--- src/rtl/sauria_pkg.sv ---
// Shared constants for the SAURIA configuration register block:
// section sizes, CTRL/status bit positions and the sequencer state encoding.
package sauria_pkg;

    localparam int TOTAL_REGS_CON = 2;
    localparam int TOTAL_REGS_ACT = 3;
    localparam int TOTAL_REGS_WEI = 2;
    localparam int TOTAL_REGS_OUT = 2;

    localparam int WORD_W = 32;

    // CTRL write decode
    localparam int CTRL_START_BIT = 0;
    localparam int CTRL_CLEAR_BIT = 1;
    // CTRL read (status) layout
    localparam int STAT_BUSY_BIT  = 0;
    localparam int STAT_DONE_BIT  = 1;

    typedef enum logic [1:0] {
        ST_IDLE   = 2'd0,
        ST_COMMIT = 2'd1,
        ST_RUN    = 2'd2,
        ST_DONE   = 2'd3
    } cfg_state_e;

    function automatic logic in_range(input int addr, input int base, input int n);
        return (addr >= base) && (addr < base + n);
    endfunction

endpackage

--- src/rtl/sauria_cfg_bank.sv ---
// N-word double-buffered register bank: software writes the shadow copy,
// a one-cycle commit copies the whole shadow into the active copy.
module sauria_cfg_bank
    import sauria_pkg::*;
#(
    parameter int N  = 1,
    parameter int AW = 4
) (
    input  logic                i_clk,
    input  logic                i_rstn,
    input  logic                i_wen,
    input  logic [AW-1:0]       i_widx,
    input  logic [WORD_W-1:0]   i_wdata,
    input  logic                i_commit,
    input  logic [AW-1:0]       i_ridx,
    output logic [WORD_W-1:0]   o_rdata,
    output logic [WORD_W*N-1:0] o_active
);

    logic [WORD_W-1:0] shadow_q [N];
    logic [WORD_W-1:0] active_q [N];

    // NOTE: both copies are reset because downstream logic may sample the
    // active config straight out of reset; they are flops, not a RAM macro.
    // NOTE: sequential state uses non-blocking assignments only, so the
    // commit copy below sees the pre-edge shadow value.
    always_ff @(posedge i_clk or negedge i_rstn) begin
        if (!i_rstn) begin
            for (int k = 0; k < N; k++) begin
                shadow_q[k] <= '0;
                active_q[k] <= '0;
            end
        end else begin
            for (int k = 0; k < N; k++) begin
                if (i_wen && (i_widx == AW'(k))) begin
                    shadow_q[k] <= i_wdata;
                end
                if (i_commit) begin
                    active_q[k] <= shadow_q[k];
                end
            end
        end
    end

    // NOTE: default assignment first so no path through the loop infers a latch.
    always_comb begin
        o_rdata = '0;
        for (int k = 0; k < N; k++) begin
            if (i_ridx == AW'(k)) begin
                o_rdata = shadow_q[k];
            end
        end
    end

    for (genvar g = 0; g < N; g++) begin : g_active
        assign o_active[WORD_W*g +: WORD_W] = active_q[g];
    end

endmodule

--- src/rtl/sauria_cfg_regs.sv ---
// SAURIA configuration register file: CTRL word at address 0, four
// double-buffered config sections behind it, and the start/run/done sequencer.
module sauria_cfg_regs
    import sauria_pkg::*;
#(
    parameter int  CON_REGS = sauria_pkg::TOTAL_REGS_CON,
    parameter int  ACT_REGS = sauria_pkg::TOTAL_REGS_ACT,
    parameter int  WEI_REGS = sauria_pkg::TOTAL_REGS_WEI,
    parameter int  OUT_REGS = sauria_pkg::TOTAL_REGS_OUT,
    localparam int NREGS    = 1 + CON_REGS + ACT_REGS + WEI_REGS + OUT_REGS,
    localparam int ADDR_W   = $clog2(NREGS)
) (
    input  logic                       i_clk,
    input  logic                       i_rstn,
    input  logic                       i_cfg_wen,
    input  logic [ADDR_W-1:0]          i_cfg_waddr,
    input  logic [WORD_W-1:0]          i_cfg_wdata,
    output logic                       o_cfg_wready,
    input  logic                       i_cfg_ren,
    input  logic [ADDR_W-1:0]          i_cfg_raddr,
    output logic [WORD_W-1:0]          o_cfg_rdata,
    output logic                       o_cfg_rvalid,
    input  logic                       i_core_done,
    output logic [WORD_W*CON_REGS-1:0] o_cfg_con,
    output logic [WORD_W*ACT_REGS-1:0] o_cfg_act,
    output logic [WORD_W*WEI_REGS-1:0] o_cfg_wei,
    output logic [WORD_W*OUT_REGS-1:0] o_cfg_out,
    output logic                       o_start,
    output logic                       o_busy,
    output logic                       o_done_irq
);

    localparam int CON_BASE = 1;
    localparam int ACT_BASE = CON_BASE + CON_REGS;
    localparam int WEI_BASE = ACT_BASE + ACT_REGS;
    localparam int OUT_BASE = WEI_BASE + WEI_REGS;

    cfg_state_e        state_q, state_d;
    logic              done_sticky_q, done_sticky_d;
    logic [WORD_W-1:0] rdata_q, rdata_d;
    logic              rvalid_q;

    logic              wr_acc, ctrl_wr, commit;
    logic              con_wen, act_wen, wei_wen, out_wen;
    logic [WORD_W-1:0] con_rdata, act_rdata, wei_rdata, out_rdata;
    logic [WORD_W-1:0] status;

    assign o_cfg_wready = (state_q != ST_COMMIT);
    assign o_start      = (state_q == ST_COMMIT);
    assign o_busy       = (state_q == ST_RUN);
    assign o_done_irq   = (state_q == ST_DONE);
    assign commit       = (state_q == ST_COMMIT);

    assign wr_acc  = i_cfg_wen && o_cfg_wready;
    assign ctrl_wr = wr_acc && (i_cfg_waddr == '0);
    assign con_wen = wr_acc && in_range(int'(i_cfg_waddr), CON_BASE, CON_REGS);
    assign act_wen = wr_acc && in_range(int'(i_cfg_waddr), ACT_BASE, ACT_REGS);
    assign wei_wen = wr_acc && in_range(int'(i_cfg_waddr), WEI_BASE, WEI_REGS);
    assign out_wen = wr_acc && in_range(int'(i_cfg_waddr), OUT_BASE, OUT_REGS);

    always_comb begin
        state_d = state_q;
        case (state_q)
            ST_IDLE:   if (ctrl_wr && i_cfg_wdata[CTRL_START_BIT]) state_d = ST_COMMIT;
            ST_COMMIT: state_d = ST_RUN;
            ST_RUN:    if (i_core_done) state_d = ST_DONE;
            ST_DONE:   state_d = ST_IDLE;
            default:   state_d = ST_IDLE;
        endcase
    end

    // The DONE set is applied last so it wins over a same-cycle clear.
    always_comb begin
        done_sticky_d = done_sticky_q;
        if (ctrl_wr && i_cfg_wdata[CTRL_CLEAR_BIT]) done_sticky_d = 1'b0;
        if (state_q == ST_DONE)                     done_sticky_d = 1'b1;
    end

    always_comb begin
        status                = '0;
        status[STAT_BUSY_BIT] = o_busy;
        status[STAT_DONE_BIT] = done_sticky_q;
    end

    // Read data comes from the pre-edge shadow, so a same-address write
    // in the same cycle returns the old value.
    always_comb begin
        rdata_d = rdata_q;
        if (i_cfg_ren) begin
            if (i_cfg_raddr == '0)                                   rdata_d = status;
            else if (in_range(int'(i_cfg_raddr), CON_BASE, CON_REGS)) rdata_d = con_rdata;
            else if (in_range(int'(i_cfg_raddr), ACT_BASE, ACT_REGS)) rdata_d = act_rdata;
            else if (in_range(int'(i_cfg_raddr), WEI_BASE, WEI_REGS)) rdata_d = wei_rdata;
            else if (in_range(int'(i_cfg_raddr), OUT_BASE, OUT_REGS)) rdata_d = out_rdata;
            else                                                     rdata_d = '0;
        end
    end

    always_ff @(posedge i_clk or negedge i_rstn) begin
        if (!i_rstn) begin
            state_q       <= ST_IDLE;
            done_sticky_q <= 1'b0;
            rdata_q       <= '0;
            rvalid_q      <= 1'b0;
        end else begin
            state_q       <= state_d;
            done_sticky_q <= done_sticky_d;
            rdata_q       <= rdata_d;
            rvalid_q      <= i_cfg_ren;
        end
    end

    assign o_cfg_rdata  = rdata_q;
    assign o_cfg_rvalid = rvalid_q;

    sauria_cfg_bank #(.N(CON_REGS), .AW(ADDR_W)) u_bank_con (
        .i_clk    (i_clk),
        .i_rstn   (i_rstn),
        .i_wen    (con_wen),
        .i_widx   (i_cfg_waddr - ADDR_W'(CON_BASE)),
        .i_wdata  (i_cfg_wdata),
        .i_commit (commit),
        .i_ridx   (i_cfg_raddr - ADDR_W'(CON_BASE)),
        .o_rdata  (con_rdata),
        .o_active (o_cfg_con)
    );

    sauria_cfg_bank #(.N(ACT_REGS), .AW(ADDR_W)) u_bank_act (
        .i_clk    (i_clk),
        .i_rstn   (i_rstn),
        .i_wen    (act_wen),
        .i_widx   (i_cfg_waddr - ADDR_W'(ACT_BASE)),
        .i_wdata  (i_cfg_wdata),
        .i_commit (commit),
        .i_ridx   (i_cfg_raddr - ADDR_W'(ACT_BASE)),
        .o_rdata  (act_rdata),
        .o_active (o_cfg_act)
    );

    sauria_cfg_bank #(.N(WEI_REGS), .AW(ADDR_W)) u_bank_wei (
        .i_clk    (i_clk),
        .i_rstn   (i_rstn),
        .i_wen    (wei_wen),
        .i_widx   (i_cfg_waddr - ADDR_W'(WEI_BASE)),
        .i_wdata  (i_cfg_wdata),
        .i_commit (commit),
        .i_ridx   (i_cfg_raddr - ADDR_W'(WEI_BASE)),
        .o_rdata  (wei_rdata),
        .o_active (o_cfg_wei)
    );

    sauria_cfg_bank #(.N(OUT_REGS), .AW(ADDR_W)) u_bank_out (
        .i_clk    (i_clk),
        .i_rstn   (i_rstn),
        .i_wen    (out_wen),
        .i_widx   (i_cfg_waddr - ADDR_W'(OUT_BASE)),
        .i_wdata  (i_cfg_wdata),
        .i_commit (commit),
        .i_ridx   (i_cfg_raddr - ADDR_W'(OUT_BASE)),
        .o_rdata  (out_rdata),
        .o_active (o_cfg_out)
    );

endmodule

--- config.mk ---
export PLATFORM = sky130hd
export DESIGN_NAME = sauria_cfg_regs
export DESIGN_NICKNAME = d
export VERILOG_FILES = /design/src/rtl/sauria_pkg.sv /design/src/rtl/sauria_cfg_bank.sv /design/src/rtl/sauria_cfg_regs.sv
export SDC_FILE = /design/constraint.sdc
export NUM_CORES = 1
export LEC_CHECK = 0
export CAP_MARGIN = 0
export CORE_MARGIN = 2
export CORE_UTILIZATION = 35
export CTS_CLUSTER_DIAMETER = 40
export DETAILED_ROUTE_END_ITERATION = 8
export PLACE_DENSITY_LB_ADDON = 0.1
export SLEW_MARGIN = 40
export SYNTH_ARGS = -nofsm -noshare
export SYNTH_HDL_FRONTEND = slang
export SYNTH_SLANG_ARGS = --single-unit
export TNS_END_PERCENT = 50
--- constraint.sdc ---
create_clock -name i_clk -period 2.5 [get_ports i_clk]
set_input_delay 0.25 -clock i_clk [delete_from_list [all_inputs] [get_ports i_clk]]
set_output_delay 0.25 -clock i_clk [all_outputs]
set_load 0.005 [all_outputs]
==> flow_metrics.py <==
metrics = {
    "clock_tree": {
        "clock_path_buffers": 3,
        "cts.sink_count": 612,
        "postCtsSetupRepairBufs": 0,
        "htreeDepth": 3,
        "cts.clk_slew.worst_paths_ns": 0.05,
        "numCtsBuffers": 105,
        "cts_root_buffer": "clkbuf_16",
        "cts_tree": "built",
        "insertion_delay_ns": 0.66,
    },
    "worst_setup_path": {
        "end_kind": "flip-flop",
        "worstReg2RegEnd": "u_bank_con.shadow_q[12]",
        "path_cells": "inv_2, ha_4, or4b_1, or4_4, buf_12, mux2_4",
        "crit-reg2reg-launch": "state_q[1]",
        "crit_type": "flip-flop to flip-flop",
        "reg2regPathDepth": 6,
        "crit_fanout": 16,
        "worstSetupStartpointType": "flip-flop",
        "path_depth": 6,
        "critical_path.top_delay_family": "simple AND/OR/NAND/NOR gates",
        "critPathMaxStageDelay_ns": 0.61,
        "critPathLaunch": "state_q[1]",
        "crit_slowest_cell": "or4b_1",
        "crit_path_end": "u_bank_con.shadow_q[12]",
        "cp_num_buf_inv": 2,
        "crit_arrival_ns": 2.96,
        "required_ns": 3.02,
        "r2r_slack_ns": 0.07,
    },
    "finish": {
        "mostFrequentLayoutCell": "dfrtp_1",
        "stdcell_area_um2": 35100,
        "layout.nets": 2289,
        "layout_common_cells": "dfrtp_1 (612), mux2_2 (547), clkdlybuf4s50_1 (363)",
        "antenna_cells": 0,
        "drive_gt1_frac": 0.389,
        "area_delta_synth_final_pct": 37.2,
        "fillers": 6347,
    },
    "floorplanning": {
        "core_area_um2": 72700,
        "start_util": 0.352,
        "die-area_um2": 75300,
        "fp.dieW_um": 274,
        "die_h_um": 274,
        "num_io_pins": 370,
        "rows": 99,
    },
    "placement": {
        "gp_congestion": 0.833,
        "dp_slack_ns": -0.206,
        "dpl-instance-area_um2": 31200,
        "place.port_buffers": 369,
        "post-dp-hpwl_mm": 57.3,
    },
    "logic_synthesis": {
        "ys_seq_elements": 612,
        "synth_compound_area_frac": 0.0683,
        "yosysTopAreaCell": "dfrtp_1",
        "syn_area_um2": 25600,
        "synth_top_area_frac": 0.598,
        "synth.area.top_cells": "dfrtp_1 (60%), mux2_2 (24%), o32ai_1 (2.0%)",
        "yosysUniqueCellTypes": 48,
        "syn-num-nets": 1835,
        "synthMuxAreaShare": 0.272,
        "yosys.area_share.simple": 0.0284,
        "synthArstFlopShare": 1.00,
        "synth_edf_count": 0,
        "ys.flop_type": "dfrtp_1",
        "avgSynthCellArea_um2": 14.4,
        "synth_top_family_by_area": "multiplexers",
        "syn_inst": 1778,
        "ys_warn_count": 0,
        "synth_fa_ha_area_frac": 0.00586,
        "yosysSeqAreaShare": 0.598,
        "synth_xor_area_frac": 0.000684,
    },
    "detailed_routing": {
        "post_drt_wl_per_cell_um": 26.0,
        "via_count": 17150,
        "drt_first_pass_iters": 5,
        "vias_per_cell": 5.22,
        "drt-total-wl_mm": 85.4,
        "ant_nets": 0,
        "drcViolationCount": 0,
        "dr.first_iter.drc_count": 856,
    },
    "sta": {
        "maxSlewHeadroom": 0.506,
        "holdWs_ns": 0.164,
        "finalSetupViolCount": 0,
        "drv_slew": 0,
        "min_period_over_period": 0.974,
        "worst_slack_ns": 0.0651,
        "fmax_ghz": 0.411,
        "fin_worst_skew_ns": 0.0297,
        "tightest_slew_ns": 0.741,
        "period_needed_ns": 2.43,
        "hold_viol": 0,
    },
    "status": {
        "status": "complete, no violations",
    },
    "grt": {
        "antenna_found_initial": 3,
        "grt_pass1_wl_mm": 126,
        "grt.overflow.total": 0,
        "grt_max_degree": 92,
        "first_global_vias": 18479,
        "gr-usage-all-layers": 0.227,
    },
    "power": {
        "power_leakage_nw": 15.5,
        "power_density_nw_per_um2": 1270,
        "peakVddDrop_uv": 751,
    },
    "min_path": {
        "hold_class": "input port to async pin",
    },
    "run": {
        "max_cap_viol_count": 0,
    },
}
==> stage by stage <==
stage	total power, mW	setup TNS [ns]	util	cells
3_3_place_gp	29.3	-3.24	0.429	3079
3_5_place_dp	29.6	-3.67	0.429	3080
5_1_grt	47.0	-0.000747	0.483	3284
2_1_floorplan	22.3	0	-	1778
6_report	44.8	0	0.483	3284
4_1_cts	45.3	0	0.483	3284
==> report_power, final <==
group          internal, mW  switching (mW)  leakage, nW  total, mW
Combinational          8.27            4.34         5.86       12.6
Clock                  9.74            5.43         1.83       15.2
Sequential             13.8            3.17         7.80       17.0
Total                  31.8            12.9         15.5       44.8
==> per-layer routing <==
layer | global-route usage | routed length [µm] | up-vias
met3 | 0.0421 | 4030 | 139
met5 | 0 | 13 | -
met1 | 0.295 | 36700 | 9044
li1 | - | - | 7505
met2 | 0.381 | 42300 | 460
met4 | 0.0778 | 2350 | 2
==> layout make-up <==
type                       instances  area [µm²]  area share
tap                              959        1200      0.0341
inverter                          38         143     0.00406
timing repair buffer             476        4940       0.141
sequential                       612       15300       0.436
clock inverter                    73         958      0.0273
clock buffer                     127        2860      0.0814
multi-input combinational        999        9720       0.277
==> cells by family (layout without fill, tap and decap cells) <==
| family | Yosys count | in the layout |
|---|---|---|
| DFF | 612 | 612 |
| adders and majority gates | 12 | 12 |
| muxes | 612 | 612 |
| xor gates and xnor gates | 2 | 2 |
| and+or+nand+nor | 143 | 143 |
| AOI/OAI and AO/OA | 230 | 230 |
| buffers and inverters | 167 | 714 |
==> flip-flops by register name (all words and copies together), names as in the netlist <==
name / flops
u_bank_act.o_active: 96
u_bank_act.shadow_q: 96
u_bank_con.o_active: 64
u_bank_con.shadow_q: 64
u_bank_out.o_active: 64
u_bank_out.shadow_q: 64
u_bank_wei.o_active: 64
u_bank_wei.shadow_q: 64
o_cfg_rdata: 32
state_q: 2
done_sticky_q: 1
o_cfg_rvalid: 1
==> Yosys cell counts, types with 2 or more instances <==
cell and count:
dfrtp_1 612, mux2_2 547, clkbuf_1 89, a21oi_1 69
nor2_1 69, o32ai_1 58, inv_1 38, a32oi_1 32
mux2i_1 31, nand2b_1 31, mux2_4 30, a221oi_1 29
a2bb2oi_1 29, buf_2 20, buf_1 15, ha_1 12
nand2_1 9, nor2b_1 6, nor3_1 5, mux2_1 4
nand3_1 4, buf_6 3, nor4b_1 3, a311oi_1 2
and2_1 2, buf_4 2, o21ai_0 2, o31a_1 2
or3_1 2, or3b_2 2, or4_1 2
==> how the worst min path moves through the flow <==
| stage | startpoint | end | cells past startpoint |
|---|---|---|---|
| 6_report | i_rstn | u_bank_wei.o_active[7] | 2 |
| 5_1_grt | i_rstn | u_bank_wei.o_active[7] | 2 |
| 4_1_cts | i_rstn | u_bank_act.o_active[6] | 2 |
| 3_5_place_dp | i_rstn | u_bank_wei.o_active[7] | 1 |
| 3_3_place_gp | i_rstn | u_bank_wei.o_active[6] | 1 |
| 2_1_floorplan | i_rstn | done_sticky_q | 0 |
==> worst register-to-register path, cell delays in order (launching register included) <==
cell	delay [ns]
dfrtp_1	0.40
inv_2	0.08
ha_4	0.17
or4b_1	0.61
or4_4	0.52
buf_12	0.20
mux2_4	0.34
==> repair_timing <==
item,CTS,global route
endpoints found under the hold margin,48,0
endpoints found under the setup margin,1,2
gates resized for setup,4,3
hold buffers,2,0
cloned,2,0
No activity file was read; power rests on OpenSTA's default activity.
